[src/rtl/shift_pkg.sv]
`default_nettype none
// ============================================================================
// Package  : shift_pkg
// Brief    : Shared mode encoding and datapath width for the shift command pipe.
// Revision : 1.0 - initial release
// ============================================================================
package shift_pkg;

    localparam int SHIFT_W = 4;

    typedef enum logic [1:0] {
        MODE_ROL = 2'b00,
        MODE_ROR = 2'b01,
        MODE_SLL = 2'b10,
        MODE_SRL = 2'b11
    } shift_mode_e;

endpackage
`default_nettype wire

[src/rtl/shift_sel_decode.sv]
`default_nettype none
// ============================================================================
// Module   : shift_sel_decode
// Brief    : Builds the four source bits (d0..d3) feeding each output-bit mux slice.
// Revision : 1.0 - initial release
// ============================================================================
module shift_sel_decode
    import shift_pkg::*;
(
    input  logic [SHIFT_W-1:0]         data,
    input  shift_mode_e                mode,
    output logic [SHIFT_W*SHIFT_W-1:0] slice_in
);

    // slice_in[i*SHIFT_W + k] is the bit output i takes when the amount is k
    for (genvar i = 0; i < SHIFT_W; i++) begin : g_bit
        for (genvar k = 0; k < SHIFT_W; k++) begin : g_amt
            logic w_sll;
            logic w_srl;
            logic w_d;

            if (i >= k) begin : g_sll_src
                assign w_sll = data[i-k];
            end else begin : g_sll_zero
                assign w_sll = 1'b0;
            end

            if (i + k < SHIFT_W) begin : g_srl_src
                assign w_srl = data[i+k];
            end else begin : g_srl_zero
                assign w_srl = 1'b0;
            end

            always_comb begin
                w_d = 1'b0;
                case (mode)
                    MODE_ROL: w_d = data[(i - k + SHIFT_W) % SHIFT_W];
                    MODE_ROR: w_d = data[(i + k) % SHIFT_W];
                    MODE_SLL: w_d = w_sll;
                    MODE_SRL: w_d = w_srl;
                    default:  w_d = 1'b0;
                endcase
            end

            assign slice_in[i*SHIFT_W + k] = w_d;
        end
    end

endmodule
`default_nettype wire

[src/rtl/shift_cmd_pipe.sv]
`default_nettype none
// ============================================================================
// Module   : shift_cmd_pipe
// Brief    : Two-stage valid/ready pipeline around the 4-bit barrel-shift mux network.
// Revision : 1.0 - initial release
// ============================================================================
module shift_cmd_pipe
    import shift_pkg::*;
#(
    parameter int CNT_W = 8
) (
    input  logic               clk,
    input  logic               rst,
    input  logic               in_valid,
    output logic               in_ready,
    input  logic [SHIFT_W-1:0] in_data,
    input  logic [1:0]         in_amt,
    input  logic [1:0]         in_mode,
    output logic               out_valid,
    input  logic               out_ready,
    output logic [SHIFT_W-1:0] out_data,
    output logic               out_zero,
    output logic [CNT_W-1:0]   op_count
);

    logic                       r_s1_valid;
    logic [SHIFT_W-1:0]         r_s1_data;
    logic [1:0]                 r_s1_amt;
    shift_mode_e                r_s1_mode;

    logic                       r_out_valid;
    logic [SHIFT_W-1:0]         r_out_data;
    logic                       r_out_zero;
    logic [CNT_W-1:0]           r_op_count;

    logic                       w_s2_free;
    logic                       w_accept;
    logic                       w_advance;
    logic [SHIFT_W*SHIFT_W-1:0] w_slice_in;
    logic [SHIFT_W-1:0]         w_mux;

    assign w_s2_free = !r_out_valid || out_ready;
    assign in_ready  = !r_s1_valid || w_s2_free;
    assign w_accept  = in_valid && in_ready;
    assign w_advance = r_s1_valid && w_s2_free;

    shift_sel_decode u_sel_decode (
        .data     (r_s1_data),
        .mode     (r_s1_mode),
        .slice_in (w_slice_in)
    );

    // One 4:1 slice per output bit, all steered by the registered amount
    for (genvar i = 0; i < SHIFT_W; i++) begin : g_slice
        logic w_bit;

        always_comb begin
            w_bit = 1'b0;
            case (r_s1_amt)
                2'd0:    w_bit = w_slice_in[i*SHIFT_W + 0];
                2'd1:    w_bit = w_slice_in[i*SHIFT_W + 1];
                2'd2:    w_bit = w_slice_in[i*SHIFT_W + 2];
                2'd3:    w_bit = w_slice_in[i*SHIFT_W + 3];
                default: w_bit = 1'b0;
            endcase
        end

        assign w_mux[i] = w_bit;
    end

    always_ff @(posedge clk or posedge rst) begin
        if (rst) begin
            r_s1_valid <= 1'b0;
            r_s1_data  <= '0;
            r_s1_amt   <= '0;
            r_s1_mode  <= MODE_ROL;
        end else if (w_accept) begin
            r_s1_valid <= 1'b1;
            r_s1_data  <= in_data;
            r_s1_amt   <= in_amt;
            r_s1_mode  <= shift_mode_e'(in_mode);
        end else if (w_advance) begin
            r_s1_valid <= 1'b0;
        end
    end

    // S2 data only moves on advance so the result holds steady under backpressure
    always_ff @(posedge clk or posedge rst) begin
        if (rst) begin
            r_out_valid <= 1'b0;
            r_out_data  <= '0;
            r_out_zero  <= 1'b1;
        end else if (w_advance) begin
            r_out_valid <= 1'b1;
            r_out_data  <= w_mux;
            r_out_zero  <= (w_mux == '0);
        end else if (w_s2_free) begin
            r_out_valid <= 1'b0;
        end
    end

    always_ff @(posedge clk or posedge rst) begin
        if (rst) begin
            r_op_count <= '0;
        end else if (w_accept) begin
            r_op_count <= r_op_count + CNT_W'(1);
        end
    end

    assign out_valid = r_out_valid;
    assign out_data  = r_out_data;
    assign out_zero  = r_out_zero;
    assign op_count  = r_op_count;

endmodule
`default_nettype wire

[config.mk]
export PLATFORM = sky130hd
export DESIGN_NAME = shift_cmd_pipe
export DESIGN_NICKNAME = d
export VERILOG_FILES = /design/src/rtl/shift_pkg.sv /design/src/rtl/shift_sel_decode.sv /design/src/rtl/shift_cmd_pipe.sv
export SDC_FILE = /design/constraint.sdc
export NUM_CORES = 1
export LEC_CHECK = 0
export ABC_AREA = 1
export BUFFER_PORTS_ARGS = -buffer_cell sky130_fd_sc_hd__clkbuf_2
export CAP_MARGIN = 20
export CORE_MARGIN = 2
export CORE_UTILIZATION = 51
export CTS_BUF_LIST = sky130_fd_sc_hd__clkbuf_4
export DETAILED_ROUTE_END_ITERATION = 16
export HOLD_SLACK_MARGIN = 0.08
export PLACE_DENSITY = 0.74
export SLEW_MARGIN = 15
export SYNTH_ARGS = -nofsm -noshare
export SYNTH_HDL_FRONTEND = slang
export SYNTH_HIERARCHICAL = 1
export SYNTH_SLANG_ARGS = --single-unit
[constraint.sdc]
create_clock -name clk -period 1.2 [get_ports clk]
set_input_delay 0 -clock clk [delete_from_list [all_inputs] [get_ports clk]]
set_output_delay 0 -clock clk [all_outputs]
set_load 0.01 [all_outputs]
=== After elaboration in Yosys (flattened, before gate mapping) ===
Index checks and enable logic that the tools add are counted.

* Flip-flop bits (word level): 23
* Bits of input ports: 12
* Output and inout bits: 15
* Word-level logic and storage cells: 56

* Add/sub/neg operators: 1
* Eq/ne operators: 6
* Multiplexer cells: 24
* Reductions and logical operators: 17

{| class="wikitable"
|+ Operators with widths
! cell !! count
|-
| case mux 1 bit (3 select lines) || 6
|-
| case mux 1 bit (4 select lines) || 4
|-
| case mux 1 bit (2 select lines) || 6
|-
| adder 8 x 1 -> 8 bit (second input constant) || 1
|-
| == test 2 bit (second input constant) || 4
|-
| two-way mux 1 bit || 8
|-
| OR reduction 2 bit || 3
|-
| OR reduction 3 bit || 2
|-
| == test 2 x 1 -> 1 bit (second input constant) || 2
|-
| logical NOT 2 bit || 2
|-
| logical NOT 4 bit || 1
|-
| nonzero test 2 bit || 2
|-
| OR reduction 4 bit || 1
|-
| logical AND 1 bit || 2
|-
| logical NOT 1 bit || 2
|-
| logical OR 1 bit || 2
|}

=== Logic depth before layout (Yosys ltp) ===
* Word-level depth: 5
* Gate-level depth with buffers: 10
* Gate-level depth less buffers: 8

=== By module ===
The synthesis kept the hierarchy.

{| class="wikitable"
|+ By module, submodules not included
! module !! times used !! cells each !! area each (um^2) !! sequential area each (um^2)
|-
| shift_cmd_pipe || 1 || 134 || 1151.1 || 576.8
|-
| shift_sel_decode || 1 || 44 || 251.5 || 0.0
|}

=== Least setup slack after synthesis ===
Ideal clock, no wire load.

* Path type: reg2reg
* Start point: register r_s1_mode[0]
* End point: register r_out_data[2] (netlist: out_data[2])
* Library setup time: 0.083 ns
* Arrival time: 1.119 ns
* Required time: 1.117 ns
* Setup slack: -0.001 ns
* Cell stages (with the launch flop): 10
* Buffers on the path: 2
* Clock period less this slack: 1.201 ns
* Cell sequence: dfrtp_1 buf_6 nor2_2 nand2_1 nand2_1 buf_4 nand3_1 nand3_1 a21oi_2 o21ai_0

* Word-level cells in the longest chain between the ends: 4
* Elaborated cells on any way between the ends: 12
* Classes of those cells: eq/ne (3); mux (4); reduce/logical (5)

{| class="wikitable"
|+ Ends and longest elaborated chain
! what !! line !! RTL
|-
| start, declared || shift_cmd_pipe.sv:29 || <nowiki>shift_mode_e r_s1_mode;</nowiki>
|-
| start signal, assigned || shift_cmd_pipe.sv:81 || <nowiki>r_s1_mode <= shift_mode_e'(in_mode);</nowiki>
|-
| == test 2 bit || shift_sel_decode.sv:36 || <nowiki>case (mode)</nowiki>
|-
| OR reduction 2 bit (no line) || - ||
|-
| case mux 1 bit (3 select lines) * || shift_sel_decode.sv:36 ||
|-
| net u_sel_decode.g_bit[2].g_amt[3].w_d || shift_sel_decode.sv:20 || <nowiki>logic w_d;</nowiki>
|-
| case mux 1 bit (4 select lines) * || shift_cmd_pipe.sv:59 || <nowiki>case (r_s1_amt)</nowiki>
|-
| end signal, assigned || shift_cmd_pipe.sv:95 || <nowiki>r_out_data <= w_mux;</nowiki>
|-
| end, declared || shift_cmd_pipe.sv:32 || <nowiki>logic [SHIFT_W-1:0] r_out_data;</nowiki>
|}

The timed path passes the listed nets; every way through them passes the cells marked *.
A chain may end at the register's enable or synchronous reset.

=== Final worst setup path ===
* Start point: register r_s1_mode[0]
* End point: register r_out_zero (netlist: out_zero)

* Word-level cells in the longest chain between the ends: 5
* Elaborated cells on any way between the ends: 26
* Classes of those cells: eq/ne (3); mux (16); reduce/logical (7)

{| class="wikitable"
|+ Ends and longest elaborated chain
! what !! line !! RTL
|-
| == test 2 x 1 -> 1 bit, or another cell as far along || shift_sel_decode.sv:36 ||
|-
| OR reduction 3 bit (no line) || - ||
|-
| case mux 1 bit (2 select lines) * || shift_sel_decode.sv:36 ||
|-
| net w_slice_in[14] || shift_cmd_pipe.sv:39 || <nowiki>logic [SHIFT_W*SHIFT_W-1:0] w_slice_in;</nowiki>
|-
| case mux 1 bit (4 select lines) * || shift_cmd_pipe.sv:59 ||
|-
| logical NOT 4 bit * || shift_cmd_pipe.sv:96 || <nowiki>r_out_zero <= (w_mux == '0);</nowiki>
|-
| end signal, assigned || shift_cmd_pipe.sv:96 ||
|-
| end, declared || shift_cmd_pipe.sv:33 || <nowiki>logic r_out_zero;</nowiki>
|}

Marked as above.

==> flow_summary.yaml <==
outcome:
  violations: "setup timing"
  status: "complete, but fails checks"
routing:
  totalWireLength_mm: 2.81
  ant_nets: 0
  drc: 0
  first_pass_iters: 4
  wl_per_cell_um: 11.4
  vias: 1198
  drtIter0Drc: 35
  viasPerCell: 4.87
grt:
  grt_overflow: 0
  grt_pass1_wl_mm: 4.86
  grt_usage: 0.190
  grt_pass1_vias: 1122
  grt_max_degree: 15
  antenna_found_initial: 0
timing:
  tightest_slew_ns: 0.372
  fmax_mhz: 828
  fin_crit_ns: 1.21
  relSlewSlack: 0.752
  rsz0062_at_grt: "true"
  finalClockSkew_ns: 0.00517
  finalSetupTns_ns: -0.00733
  hold_viol: 0
  setup_viol_count_final: 1
  fin_crit_sh: 1.01
  fin_ws_ns: -0.00733
  slew_violations: 0
floorplanning:
  die_y_um: 56.4
  die_w_um: 56.4
  boundaryPins: 27
  die_area_um2: 3190
  initial_core_util: 0.522
  fp-row-count: 19
  coreArea_um2: 2690
synth:
  synth_top_area_cell: "dfrtp_1"
  syn_inst: 178
  synth_flop_cell: "dfrtp_1"
  synth_seq_cells: 23
  synth_edf_count: 0
  async_flop_share: 1.00
  syn_area_um2: 1400
  synth_cell_types: 27
  syn-num-nets: 191
  synth_area_leaders: "dfrtp_1 39%, nand2_1 17%, buf_4 8.6%"
  avgSynthCellArea_um2: 7.88
  yosys_warnings: 6
  synthTopCellsByCount: "64 x nand2_1, 22 x dfrtp_1, 20 x nand3_1"
  synth_seq_area_share: 0.411
  synth_top_area_share: 0.393
  synth_most_common_cell: "nand2_1"
worst_setup_path:
  critPathKind: "flop to flop"
  path_max_fanout: 7
  crit_arrival_ns: 1.47
  required_ns: 1.46
  critical_path.endpoint_type: "flop"
  cp-start-kind: "flop"
min_path:
  hold_class: "input port to async pin"
final_layout:
  syn_to_final_growth_pct: 21.9
  drive_above_1_share: 0.344
  final_area_um2: 1710
  n_antenna_cell: 0
  fin_cells: 246
  final_nets: 229
placed_design:
  dp.final_hpwl_mm: 1.96
  placed_area_um2: 1460
  portBuffers: 26
  globalplace.congestion: 0.907
  dp.cells: 221
clocking:
  cts_root_buf: "clkbuf_4"
  cts_tree: "built"
  cts.clk_slew.worst_paths_ns: 0.13
  cts.sink_count: 23
  clock_latency_ns: 0.31
  cts_made_buffers: 3
  cts_max_level: 1
  clk_path_buf_depth: 2
power:
  ir_drop_mv: 1.51
  p_per_area_nw_per_um2: 1620
  p_total_w: 0.00278
  p_leak_nw: 0.909
flow_run:
  cap_viol_max_count: 0
-- registers in the layout, summed over array words and instances, names as in the netlist --
name / flops
r_s1_data: 4
out_zero: 1
out_data: 4
out_valid: 1
r_s1_amt: 2
op_count: 8
r_s1_mode: 2
r_s1_valid: 1
-- per-layer routing --
metal / vias up / track usage / wire, µm
met5: - / 0 / 0
met4: 0 / 0.0170 / 11
met3: 2 / 0.0484 / 104
met2: 26 / 0.329 / 1470
met1: 549 / 0.247 / 1220
li1: 621 / - / -
-- critical path, cell delays in order, from the launching register on --
cell and delay [ns]:
dfrtp_2 0.48, buf_6 0.15, a21oi_1 0.15, nand3_1 0.09, nand4_1 0.10, nor2_1 0.06
nand3_1 0.08, nand2_1 0.05
-- layout make-up --
type                       count  area [µm²]
clock buffer                   3        22.5
clock inverter                 1        5.00
fill                         235         976
sequential                    23         581
multi-input combinational    119         623
timing repair buffer          54         384
tap                           31        38.8
inverter                      15        56.3
-- worst paths after layout --
kind,start,end,slack (ns),depth (start not counted)
max,r_s1_mode[0],out_zero,-0.007,7
min,rst,r_s1_valid,0.17,3
max reg2reg,r_s1_mode[0],out_zero,-0.007,7
min reg2reg,out_zero,out_zero,0.48,2
max in group asynchronous,rst,r_s1_mode[0],0.50,4
min in group clk,in_mode[1],r_s1_mode[1],0.41,4
-- kinds of logic (layout without fill, tap and decap cells) --
| family | count (synthesis) | count (layout) | synth area share |
|---|---|---|---|
| xor gates and xnor gates | 6 | 6 | 0.0375 |
| DFF | 23 | 23 | 0.411 |
| and+or+nand+nor | 100 | 100 | 0.318 |
| buffers and inverters | 36 | 73 | 0.168 |
| AOI/OAI and AO/OA | 12 | 12 | 0.0571 |
| adders and majority gates | 1 | 1 | 0.00892 |
-- metrics by stage --
step,worst slack (ns),hold slack [ns],utilization
6_report,-0.00733,0.171,0.637
5_1_grt,-0.0927,0.200,0.637
4_1_cts,-0.00533,0.169,0.602
3_5_place_dp,-0.0551,-0.0313,0.543
3_3_place_gp,-0.0164,-0.0457,0.543
2_1_floorplan,-0.00121,0.00118,-
-- placed cells by master (no fill, tap or decap), types with 3 or more instances in the layout --
master / netlist / layout
nand3_2: 1 / 3
nor2_1: 7 / 6
clkbuf_4: 0 / 3
nand2_1: 64 / 63
dfrtp_2: 0 / 3
a21oi_2: 2 / 3
buf_4: 16 / 15
nand3_1: 20 / 18
xor2_1: 5 / 5
o21ai_1: 2 / 3
inv_1: 11 / 9
clkbuf_2: 0 / 26
dfrtp_1: 22 / 19
inv_2: 4 / 6
dlygate4sd3_1: 0 / 11
-- repair_timing --
| action | in CTS | in global routing |
|---|---|---|
| setup buffers | 1 | 9 |
| resized for setup | 7 | 9 |
| hold endpoints to repair | 36 | 0 |
| endpoints found under the setup margin | 5 | 15 |
| hold buffers | 11 | 0 |
| pin swaps | 6 | 10 |
-- report_power, final --
group / leakage (nW) / internal (W) / total [W] / switching [W]
Combinational: 0.615 / 0.000532 / 0.00114 / 0.000605
Sequential: 0.276 / 0.00102 / 0.00129 / 0.000270
Clock: 0.0177 / 0.000125 / 0.000356 / 0.000232
(Power assumes the default switching activity.)
